$ cat config.mk
export PLATFORM = sky130hd
export DESIGN_NAME = cfg_bus_arbiter
export DESIGN_NICKNAME = d
export VERILOG_FILES = /design/src/rtl/cfg_bus_arbiter.sv
export SDC_FILE = /design/constraint.sdc
export NUM_CORES = 1
export LEC_CHECK = 0
export BUFFER_PORTS_ARGS = -buffer_cell sky130_fd_sc_hd__buf_2
export CORE_ASPECT_RATIO = 0.5
export CORE_MARGIN = 4
export CORE_UTILIZATION = 48
export CTS_CLUSTER_DIAMETER = 50
export CTS_CLUSTER_SIZE = 14
export DETAILED_ROUTE_END_ITERATION = 6
export GPL_TIMING_DRIVEN = 0
export PLACE_DENSITY = 0.88
export SKIP_CTS_REPAIR_TIMING = 1
export SLEW_MARGIN = 5
export SYNTH_ARGS = -nofsm -noshare
export SYNTH_HDL_FRONTEND = slang
export SYNTH_SLANG_ARGS = --single-unit
$ cat constraint.sdc
create_clock -name wb_clk_i -period 3 [get_ports wb_clk_i]
set_input_delay 0.15 -clock wb_clk_i [delete_from_list [all_inputs] [get_ports wb_clk_i]]
set_output_delay 0.15 -clock wb_clk_i [all_outputs]
set_load 0.05 [all_outputs]
$ cat src/rtl/cfg_bus_arbiter.sv
// cfg_bus_arbiter: shares the register-bank port between the Wishbone slave
// and the SPI host word interface. Round-robin arbitration, one access at a time.
// Optional build macro: CFG_ARB_TIMEOUT_EN (reg_ready timeout with sticky arb_err).
//
// state     | meaning
// ----------+-------------------------------------------------------------
// ST_IDLE   | no access in flight; arbitrate between wb_req and spi_req
// ST_ACCESS | reg_en held high with latched fields until reg_ready/timeout
// ST_RESP   | one-cycle ack (WB) or done (SPI) pulse, then back to IDLE
module cfg_bus_arbiter #(
  parameter int unsigned ADDR_W    = 6,
  parameter logic [31:0] BASE_ADDR = 32'h3000_0000,
  parameter int unsigned TIMEOUT   = 255
) (
  input  logic              wb_clk_i,
  input  logic              wb_rst_ni,
  input  logic              wbs_cyc_i,
  input  logic              wbs_stb_i,
  input  logic              wbs_we_i,
  input  logic [3:0]        wbs_sel_i,
  input  logic [31:0]       wbs_adr_i,
  input  logic [31:0]       wbs_dat_i,
  output logic              wbs_ack_o,
  output logic [31:0]       wbs_dat_o,
  input  logic              spi_req,
  input  logic              spi_we,
  input  logic [ADDR_W-1:0] spi_addr,
  input  logic [31:0]       spi_wdata,
  output logic              spi_done,
  output logic [31:0]       spi_rdata,
  output logic              reg_en,
  output logic              reg_we,
  output logic [3:0]        reg_be,
  output logic [ADDR_W-1:0] reg_addr,
  output logic [31:0]       reg_wdata,
  input  logic [31:0]       reg_rdata,
  input  logic              reg_ready,
  output logic              arb_busy,
  output logic              arb_owner,
  output logic              arb_err
);

  localparam logic OWN_WB  = 1'b0;
  localparam logic OWN_SPI = 1'b1;

  typedef enum logic [1:0] {
    ST_IDLE   = 2'd0,
    ST_ACCESS = 2'd1,
    ST_RESP   = 2'd2
  } state_t;

  state_t            state_q, state_d;
  logic              rr_last_q, rr_last_d;
  logic              owner_q, owner_d;
  logic              busy_q, busy_d;
  logic              reg_en_q, reg_en_d;
  logic              reg_we_q, reg_we_d;
  logic [3:0]        reg_be_q, reg_be_d;
  logic [ADDR_W-1:0] reg_addr_q, reg_addr_d;
  logic [31:0]       reg_wdata_q, reg_wdata_d;
  logic              wb_ack_q, wb_ack_d;
  logic [31:0]       wb_dat_q, wb_dat_d;
  logic              spi_done_q, spi_done_d;
  logic [31:0]       spi_rdata_q, spi_rdata_d;
  logic              wb_abort_q, wb_abort_d;

  logic        wb_hit;
  logic        wb_req;
  logic        grant_spi;
  logic        tmo_hit;
  logic        wb_abort_now;
  logic [31:0] rsp_data;
  logic        unused_bits;

  assign wb_hit       = (wbs_adr_i[31:ADDR_W+2] == BASE_ADDR[31:ADDR_W+2]);
  assign wb_req       = wbs_cyc_i & wbs_stb_i & wb_hit;
  // SPI wins only when WB is absent or WB had the last grant.
  assign grant_spi    = spi_req & (~wb_req | (rr_last_q == OWN_WB));
  assign wb_abort_now = wb_abort_q | ~wbs_cyc_i;
  // On timeout reg_ready is low, so the marker pattern is returned instead.
  assign rsp_data     = reg_ready ? reg_rdata : 32'hDEAD_BEEF;
  assign unused_bits  = ^{wbs_adr_i[1:0], (TIMEOUT != 0)};

`ifdef CFG_ARB_TIMEOUT_EN
  localparam int unsigned TMO_W = (TIMEOUT < 2) ? 1 : $clog2(TIMEOUT + 1);

  logic [TMO_W-1:0] tmo_cnt_q, tmo_cnt_d, tmo_inc;
  logic             arb_err_q, arb_err_d;

  assign tmo_inc = tmo_cnt_q + TMO_W'(1);
  assign tmo_hit = (state_q == ST_ACCESS) && !reg_ready && (tmo_inc == TMO_W'(TIMEOUT));
  assign arb_err = arb_err_q;

  // Wait counter: held at zero outside ACCESS, counts cycles without reg_ready.
  always_comb begin
    tmo_cnt_d = tmo_cnt_q;
    arb_err_d = arb_err_q;
    if (state_q != ST_ACCESS) begin
      tmo_cnt_d = '0;
    end else if (!reg_ready) begin
      tmo_cnt_d = tmo_inc;
    end
    if (tmo_hit) begin
      arb_err_d = 1'b1;
    end
  end

  // Timeout counter and sticky error flag.
  always_ff @(posedge wb_clk_i or negedge wb_rst_ni) begin
    if (!wb_rst_ni) begin
      tmo_cnt_q <= '0;
      arb_err_q <= 1'b0;
    end else begin
      tmo_cnt_q <= tmo_cnt_d;
      arb_err_q <= arb_err_d;
    end
  end
`else
  assign tmo_hit = 1'b0;
  assign arb_err = 1'b0;
`endif

  // Next-state and registered-output computation.
  always_comb begin
    state_d     = state_q;
    rr_last_d   = rr_last_q;
    owner_d     = owner_q;
    busy_d      = busy_q;
    reg_en_d    = reg_en_q;
    reg_we_d    = reg_we_q;
    reg_be_d    = reg_be_q;
    reg_addr_d  = reg_addr_q;
    reg_wdata_d = reg_wdata_q;
    wb_ack_d    = 1'b0;
    wb_dat_d    = wb_dat_q;
    spi_done_d  = 1'b0;
    spi_rdata_d = spi_rdata_q;
    wb_abort_d  = wb_abort_q;
    case (state_q)
      ST_IDLE: begin
        if (wb_req || spi_req) begin
          state_d    = ST_ACCESS;
          busy_d     = 1'b1;
          reg_en_d   = 1'b1;
          owner_d    = grant_spi;
          rr_last_d  = grant_spi;
          wb_abort_d = 1'b0;
          if (grant_spi) begin
            reg_we_d    = spi_we;
            reg_be_d    = 4'hF;
            reg_addr_d  = spi_addr;
            reg_wdata_d = spi_wdata;
          end else begin
            reg_we_d    = wbs_we_i;
            reg_be_d    = wbs_sel_i;
            reg_addr_d  = wbs_adr_i[ADDR_W+1:2];
            reg_wdata_d = wbs_dat_i;
          end
        end
      end
      ST_ACCESS: begin
        // A WB master that lets go of cyc still gets its access, but no ack.
        if ((owner_q == OWN_WB) && !wbs_cyc_i) begin
          wb_abort_d = 1'b1;
        end
        if (reg_ready || tmo_hit) begin
          state_d  = ST_RESP;
          reg_en_d = 1'b0;
          if (owner_q == OWN_SPI) begin
            spi_done_d  = 1'b1;
            spi_rdata_d = rsp_data;
          end else if (!wb_abort_now) begin
            wb_ack_d = 1'b1;
            wb_dat_d = rsp_data;
          end
        end
      end
      ST_RESP: begin
        state_d = ST_IDLE;
        busy_d  = 1'b0;
      end
      default: begin
        state_d  = ST_IDLE;
        busy_d   = 1'b0;
        reg_en_d = 1'b0;
      end
    endcase
  end

  // State and output registers; reset drops any in-flight transaction.
  always_ff @(posedge wb_clk_i or negedge wb_rst_ni) begin
    if (!wb_rst_ni) begin
      state_q     <= ST_IDLE;
      rr_last_q   <= OWN_SPI;
      owner_q     <= OWN_WB;
      busy_q      <= 1'b0;
      reg_en_q    <= 1'b0;
      reg_we_q    <= 1'b0;
      reg_be_q    <= 4'h0;
      reg_addr_q  <= '0;
      reg_wdata_q <= 32'h0;
      wb_ack_q    <= 1'b0;
      wb_dat_q    <= 32'h0;
      spi_done_q  <= 1'b0;
      spi_rdata_q <= 32'h0;
      wb_abort_q  <= 1'b0;
    end else begin
      state_q     <= state_d;
      rr_last_q   <= rr_last_d;
      owner_q     <= owner_d;
      busy_q      <= busy_d;
      reg_en_q    <= reg_en_d;
      reg_we_q    <= reg_we_d;
      reg_be_q    <= reg_be_d;
      reg_addr_q  <= reg_addr_d;
      reg_wdata_q <= reg_wdata_d;
      wb_ack_q    <= wb_ack_d;
      wb_dat_q    <= wb_dat_d;
      spi_done_q  <= spi_done_d;
      spi_rdata_q <= spi_rdata_d;
      wb_abort_q  <= wb_abort_d;
    end
  end

  assign wbs_ack_o = wb_ack_q;
  assign wbs_dat_o = wb_dat_q;
  assign spi_done  = spi_done_q;
  assign spi_rdata = spi_rdata_q;
  assign reg_en    = reg_en_q;
  assign reg_we    = reg_we_q;
  assign reg_be    = reg_be_q;
  assign reg_addr  = reg_addr_q;
  assign reg_wdata = reg_wdata_q;
  assign arb_busy  = busy_q;
  assign arb_owner = owner_q;

endmodule

After elaboration in Yosys (flattened, before gate mapping) --
Cells that the tools add are included.
Storage, ports and cells: memories 0, bits in registers 116, memory bits (read-only) 0, logic and storage cells 65, latch bits 0, bits in writable memories 0, input bits 146
Cells by class: reductions and logical operators 12, div/mod/pow operators 0, add/sub/neg operators 0, magnitude comparators 0, bitwise operators 12, multiplexer cells 21, multipliers 0, equal/unequal tests 6, shift operators 0
Operators by type and width (number):
- $mux 32 | 1
- $eq 24x22->1 const B | 1
- $mux 1 | 12
- $reduce_and 3->1 | 3
- $not 1->1 | 7
- $mux 6 | 1
- $ne 2x2->1 const B | 3
- $reduce_and 2->1 | 3
- $mux 2 | 2
- $mux 4 | 1
- $pmux 1 s2 | 2
- $pmux 2 s2 | 1
- $reduce_and 4->1 | 1
- $and 1x1->1 | 3
- $pmux 1 s3 | 1
- $eq 2x1->1 const B | 1
- $eq 2x2->1 const B | 1
- $logic_not 2->1 | 1
- $or 1x1->1 | 2
- $reduce_bool 2->1 | 1
- $logic_and 1x1->1 | 1
- $logic_not 1->1 | 1
- $logic_or 1x1->1 | 1

Logic depth before layout (Yosys ltp) --
Gate-level depths: netlist of the first run.
word-level depth 6, gate-level depth with buffers 6, gate-level depth less buffers 4

Least setup slack after synthesis of the first run --
Ideal clock, no wire load.
path kind reg-to-reg, from reg state_q[0], to reg reg_addr_q[2], in the netlist reg_addr[2], clock period less this slack 1815 ps, path slack 1185 ps, required time 2877 ps, setup time 123 ps, path buffers 2, arrival time 1692 ps, stages on the path, launching flop included 6, path through dfrtp_1 > or2_2 > or4_1 > buf_4 > buf_6 > o221a_1
On the way: longest elaborated chain between the ends 2
RTL lines:
- start, declared | RTL line 52 | state_t state_q, state_d;
- start signal, assigned | RTL line 208 | state_q <= state_d;
- $logic_not 2->1 | RTL line 139 | case (state_q)
- $reduce_and 2->1 (no line)
- end signal, assigned | RTL line 215 | reg_addr_q <= reg_addr_d;
- end, declared | RTL line 59 | logic [ADDR_W-1:0] reg_addr_q, reg_addr_d;
No other way between the ends. A chain may end at the register's enable or synchronous reset.

Worst setup path after layout of the first run --
from reg state_q[1], to reg wb_dat_q[31], in the netlist wbs_dat_o[31]
On the way: longest elaborated chain between the ends 2
RTL lines:
- $eq 2x1->1 | RTL line 139
- $reduce_and 4->1 (no line)
- end signal, assigned | RTL line 218 | wb_dat_q <= wb_dat_d;
- end, declared | RTL line 62 | logic [31:0] wb_dat_q, wb_dat_d;
No other way between the ends.

==> results of run 1 <==
==> registers in the layout, summed over array words and instances, names as in the netlist, 2 cells and up <==
signal and count:
reg_wdata 32, spi_rdata 32, wbs_dat_o 32, reg_addr 6, reg_be 4, state_q 2
==> worst max path at each step <==
stage / startpoint / to / cells past startpoint
after global routing: state_q[1]$_DFFE_PN0P_ / wbs_dat_o[15]$_DFFE_PN0P_ / 6
after floorplan: state_q[0]$_DFFE_PN0P_ / reg_addr[2]$_DFFE_PN0P_ / 5
after global placement: wb_rst_ni / spi_rdata[11]$_DFFE_PN0P_ / 1
after detailed placement: wbs_adr_i[17] / reg_addr[2]$_DFFE_PN0P_ / 7
final: state_q[1]$_DFFE_PN0P_ / wbs_dat_o[31]$_DFFE_PN0P_ / 6
after CTS: state_q[1]$_DFFE_PN0P_ / wbs_dat_o[13]$_DFFE_PN0P_ / 6
==> cell usage after synthesis (2+ instances only) <==
cell type,count
nor4_2,4
mux2_2,64
a21o_1,2
clkbuf_1,17
dfrtp_1,115
o221a_1,36
o21ai_0,41
buf_1,3
nor2_1,41
buf_2,5
nand2_1,2
buf_6,4
o22a_1,4
buf_4,2
inv_1,5
o221a_2,3
nand4_1,2
==> where the power goes <==
| group | total, mW | switching, mW | leakage (nW) | internal (mW) |
|---|---|---|---|---|
| Clock | 2.15 | 0.714 | 0.299 | 1.44 |
| Sequential | 2.28 | 0.257 | 1.39 | 2.03 |
| Combinational | 3.05 | 2.21 | 1.86 | 0.834 |
==> placed cells by master (no fill, tap or decap), types with 2 or more instances in the layout <==
cell             n
dlygate4sd3_1   21
buf_2          259
nand4_1          2
clkbuf_1        18
clkbuf_16       17
clkbuf_8         2
inv_1            5
nand2_1          2
o221a_2          3
o221a_1         36
clkinv_2         2
mux2_2          64
o21ai_0         41
buf_6            5
bufinv_16        4
a21o_1           2
buf_1            3
nor2_1          41
nor4_2           4
buf_4            2
o22a_1           4
clkinvlp_4       4
dfrtp_1        115
==> worst register-to-register path, stage by stage, from the launching register on <==
cell and delay, ps:
dfrtp_1 410, inv_1 100, and3_1 170, clkbuf_1 120, nand4_1 250, clkbuf_1 510, mux2_2 410
==> per-layer routing <==
layer	global-route usage, %	vias up	part of all wire (%)
li1	-	1958	-
met1	26.9	2156	40
met2	43.3	159	53
met3	5.53	35	5.0
met4	7.94	4	2.4
met5	0	-	0.12
==> area by class of cell <==
cell class	count	area [um^2]
plain buffers	31	160
diodes	1	2.50
well taps	135	169
clock buffers	20	457
multi-input cells	215	1770
fillers	651	2460
clock inverters	12	178
inverters	5	18.8
repair buffers	277	1520
flip-flops and latches	116	2900
==> kinds of logic (layout without fill, tap and decap cells) <==
kind of cell | Yosys count | count (layout) | share of synthesized area, %
flip-flops | 116 | 116 | 59.9
AO/OA/AOI/OAI | 89 | 89 | 14.8
multiplexers | 65 | 65 | 15.1
AND/OR/NAND/NOR | 60 | 60 | 6.50
buffers and inverters | 36 | 345 | 3.69
other | 1 | 2 | 0.0773
==> stage by stage <==
step | cells | utilization, % | total power, mW | hold WS [ps] | instance area, um^2
4_1_cts | 790 | 72.3 | 7.48 | -377 | 6960
6_report | 812 | 74.5 | 7.48 | -0.375 | 7180
3_3_place_gp | 757 | 65.3 | 5.24 | 360 | 6290
3_5_place_dp | 758 | 65.7 | 5.32 | 49.9 | 6330
5_1_grt | 812 | 74.5 | 7.78 | -0.535 | 7180
2_1_floorplan | 367 | - | 4.50 | -146 | 4850
==> results.yml, run 1 <==
logic_synthesis:
  ys_seq_area_share_pct: 59.9
  ys_types: 34
  netlist.area_leader.share_pct: 59.3
  syn_inst: 367
  syn_area_mm2: 0.00485
  syn_avg_cell_area_um2: 13.2
  ys_ff_latch: 116
  synth_area_leaders: "dfrtp_1 59%, mux2_2 15%, o221a_1 8.4%"
  synthArstFlopShare_pct: 100
  synth_flop_cell: "dfrtp_1"
  yosys.area.top_type: "dfrtp_1"
  synth_warnings: 0
  synth_edf_count: 0
  syn-num-nets: 513
timing:
  worst_pin_slew_ps: 604
  max_freq_mhz: 480
  setup_ws_ps: 919
  finalSetupTns_ps: 0
  hold_ws_ps: -0.375
  hold_viol_final: 1
  setup_viol: 0
  relSlewSlack_pct: 59.7
  slew_violations: 0
  finalCritPeriodShare_pct: 69.4
  fin_skew_ps: 7.20
  grt_setup_unrepaired: "no"
  layout_min_cycle_time_ps: 2080
global_route:
  grt_antenna_before_repair: 3
  grt_pass1_wl_um: 21700
  grt_max_degree: 89
  grt_overflow: 0
  grtUsageTotal_pct: 23.4
  grt_pass1_vias: 4372
die:
  coreArea_mm2: 0.00963
  rows: 25
  dieArea_mm2: 0.0119
  io_pins: 259
  die_h_um: 79.1
  fp.dieW_um: 150
  start_util_pct: 50.3
detailed_routing:
  viasPerCell: 5.31
  routed_wl_um: 14600
  vias: 4312
  wire_per_inst_um: 18.0
  initialDrtViolationCount: 229
  dr.pass1.iters: 4
  ant_nets: 0
  drc: 0
final_layout:
  areaGrowthSynthToFinish_pct: 48.0
  layout-drive-gt1-share_pct: 55.3
  final_nets: 809
placed_design:
  gp_congestion: 0.853
  placement.io_buffers: 255
  hpwl_um: 10400
  pre_cts_ws_ps: 900
clocking:
  clkSlewWorstSetupHoldPaths_ps: 60
  cts_tree: "done"
  cts_sinks: 116
  cts-root-buf: "clkbuf_16"
  cts_buffer_depth: 2
  tritoncts.num_buffers: 17
  clk_latency_ps: 400
  htreeDepth: 4
worst_setup_path:
  reg2reg_from: "state_q[1]$_DFFE_PN0P_"
  crit_path_start_kind: "flip-flop"
  cpPeakStageDelay_ps: 510
  cp_top_family: "buffers and inverters"
  crit_arrival_ps: 2350
  r2r-end: "wbs_dat_o[31]$_DFFE_PN0P_"
  cp.required_ps: 3270
  path_max_fanout: 10
  path_cells: "inv_1, and3_1, clkbuf_1, nand4_1, clkbuf_1, mux2_2"
  worstPathBufferInverterCount: 3
  cp_slowest_cell: "clkbuf_1"
  cp_common_cell: "clkbuf_1"
  r2r_setup_slack_ps: 920
  r2r_cells: 6
  cp-end-kind: "flip-flop"
  path_class: "reg2reg"
hold_path:
  hold_path_class: "in2reg"
  whs_path_depth: 2
  min_from: "reg_rdata[3]"
  min_to: "spi_rdata[3]$_DFFE_PN0P_"
power:
  p_leak_nw: 3.55
  vdd_drop_max_v: 0.000468
  p_per_area_mw_per_mm2: 1040
status:
  status: "finished with violations"
  violations: "hold timing"
run:
  cap_viol_max_count: 0
(Power assumes the default switching activity.)
==> run 2, diff against run 1 <==
- ABC_AREA: default -> 1
- CORE_UTILIZATION: 48 -> 42
- PLACE_DENSITY: 0.88 -> 0.8
- clock period: 3 -> 1.8 ns (I/O delays scaled with it)
==> run 2 against run 1 <==
The flow still finishes with violations (hold timing). Power grew 100%. Non-clock buffer count grew 20. Sequential share of layout area shrank 2.8 points. Clock-buffer cell count shrank 3. Largest cell class unchanged. Highest routed layer is now met4.
==> results.yml, run 2 <==
status:
  status: "finished with violations"
  violations: "hold timing"
final_layout:
  fillCellCount: 1020
  areaGrowthSynthToFinish_pct: 48.6
  n_antenna_cell: 0
  finalNonFillerCells: 1153
  final_nets: 1121
  fin_util_pct: 64.6
  most-common-layout-cells: "262 x buf_2, 213 x nand2_1, 126 x inv_1"
  layout_commonest_cell: "buf_2"
  layout-drive-gt1-share_pct: 31.8
worst_setup_path:
  cp.required_ps: 2050
  cp_slowest_cell: "dfrtp_1"
  path_class: "reg2reg"
  crit_arrival_ps: 1870
  r2r_cells: 8
  path_cells: "inv_1, nor2_1, inv_1, nor2_1, nand2_1, clkbuf_2, clkbuf_1, o21ai_0"
  path_max_fanout: 10
  r2r_setup_slack_ps: 190
  worstPathBufferInverterCount: 4
  cp-end-kind: "flip-flop"
  cpPeakStageDelay_ps: 370
  cp_top_family: "buffers and inverters"
  crit_path_start_kind: "flip-flop"
  reg2reg_from: "state_q[0]$_DFFE_PN0P_"
  r2r-end: "wbs_dat_o[5]$_DFFE_PN0P_"
power:
  p_per_area_mw_per_mm2: 1980
  p_leak_nw: 4.63
  power.total_mw: 15.3
  vdd_drop_max_v: 0.00139
clocking:
  cts-root-buf: "clkbuf_16"
  cts_buffer_depth: 2
  tritoncts.num_buffers: 17
  htreeDepth: 4
  cts_sinks: 116
  clk_latency_ps: 400
  cts_tree: "done"
  clkSlewWorstSetupHoldPaths_ps: 60
die:
  dieArea_mm2: 0.0143
  coreArea_mm2: 0.0119
  fp.dieW_um: 165
  start_util_pct: 43.5
  die_h_um: 86.6
  io_pins: 259
  rows: 28
hold_path:
  whs_path_depth: 3
  min_from: "reg_rdata[10]"
  hold_path_class: "in2reg"
  min_to: "wbs_dat_o[10]$_DFFE_PN0P_"
timing:
  hold_viol_final: 19
  finalCritPeriodShare_pct: 89.5
  hold_ws_ps: -33.8
  grt_setup_unrepaired: "yes"
  slew_violations: 0
  worst_pin_slew_ps: 552
  layout_min_cycle_time_ps: 1610
  max_freq_mhz: 620
  fin_skew_ps: 9.16
  setup_viol: 0
  setup_ws_ps: 188
  relSlewSlack_pct: 63.2
run:
  cap_viol_max_count: 0
global_route:
  grt_pass1_wl_um: 24300
  grt_antenna_before_repair: 0
  grt_max_degree: 96
  grt_overflow: 0
  grtUsageTotal_pct: 21.3
  grt_pass1_vias: 5017
logic_synthesis:
  syn_area_mm2: 0.00519
  netlist.area_leader.share_pct: 55.4
  syn_avg_cell_area_um2: 7.81
  syn-num-nets: 811
  ys_ff_latch: 116
  ys_types: 19
  synthArstFlopShare_pct: 100
  yosys.area.top_type: "dfrtp_1"
  ys_seq_area_share_pct: 55.9
  synth_common_cells: "214 x nand2_1, 126 x inv_1, 115 x dfrtp_1, 82 x nand3_1, 64 x o21ai_0"
  synth_edf_count: 0
  syn_inst: 665
  synth_area_leaders: "dfrtp_1 55%, nand2_1 15%, inv_1 9.1%"
  synth_most_common_cell: "nand2_1"
  synth_warnings: 0
  synth_flop_cell: "dfrtp_1"
placed_design:
  dp.cells: 1085
  pre_cts_ws_ps: -67.9
  placement.io_buffers: 254
  hpwl_um: 11400
  gp_congestion: 0.809
detailed_routing:
  ant_nets: 0
  drc: 0
  initialDrtViolationCount: 388
  wire_per_inst_um: 13.9
  routed_wl_um: 16000
  vias: 5354
  dr.pass1.iters: 5
  viasPerCell: 4.64
run 2: worst max path at each step:
stage,from,endpoint,slack [ps],depth (start not counted)
after floorplan,arb_owner$_DFFE_PN0P_,wbs_dat_o[0]$_DFFE_PN0P_,210,6
after global placement,wb_rst_ni,wbs_dat_o[21]$_DFFE_PN0P_,-760,1
after detailed placement,wbs_adr_i[17],reg_wdata[28]$_DFFE_PN0P_,-70,10
after CTS,state_q[0]$_DFFE_PN0P_,wbs_dat_o[1]$_DFFE_PN0P_,-70,9
after global routing,state_q[0]$_DFFE_PN0P_,wbs_dat_o[1]$_DFFE_PN0P_,-10,8
final,state_q[0]$_DFFE_PN0P_,wbs_dat_o[5]$_DFFE_PN0P_,190,8
run 2: tightest hold or removal path: stages:
cell and delay (ps):
buf_2 90, inv_1 60, o21ai_0 80
run 2: power by group:
group,switching (mW),total (mW),internal [mW]
clock network,1.33,3.69,2.36
registers,0.624,4.40,3.77
logic,5.65,7.21,1.55
total,7.60,15.3,7.69
run 2: layer usage:
metal / vias up / GRT usage [%] / part of all wire [%]
li1: 2631 / - / -
met1: 2497 / 27.0 / 41
met2: 209 / 37.4 / 51
met3: 17 / 4.56 / 7.0
met4: 0 / 5.81 / 1.3
met5: - / 0 / 0
run 2: cells by family (layout without fill, tap and decap cells):
family	after synthesis	after routing	share of synthesized area, %
AND/OR/NAND/NOR	316	316	24.9
AO/OA/AOI/OAI	68	68	6.82
buffers and inverters	164	487	12.3
flip-flops	116	116	55.9
other	1	1	0.0722
run 2: area by class of cell:
cell class,count,area (um^2),share of cell area [%]
inverters,127,477,6.18
repair buffers,291,1660,21.5
clock inverters,15,219,2.84
plain buffers,37,173,2.24
flip-flops and latches,116,2900,37.6
well taps,165,206,2.68
clock buffers,17,425,5.51
multi-input cells,385,1650,21.4
run 2: metrics by stage:
step | hold WS, ps | setup TNS [ps] | area (um^2)
2_1_floorplan | -206 | 0 | 5190
3_3_place_gp | 283 | -87430 | 6670
3_5_place_dp | -45.7 | -1720 | 6700
4_1_cts | -470 | -829 | 7350
5_1_grt | 0.0709 | -14.2 | 7710
6_report | -33.8 | 0 | 7710
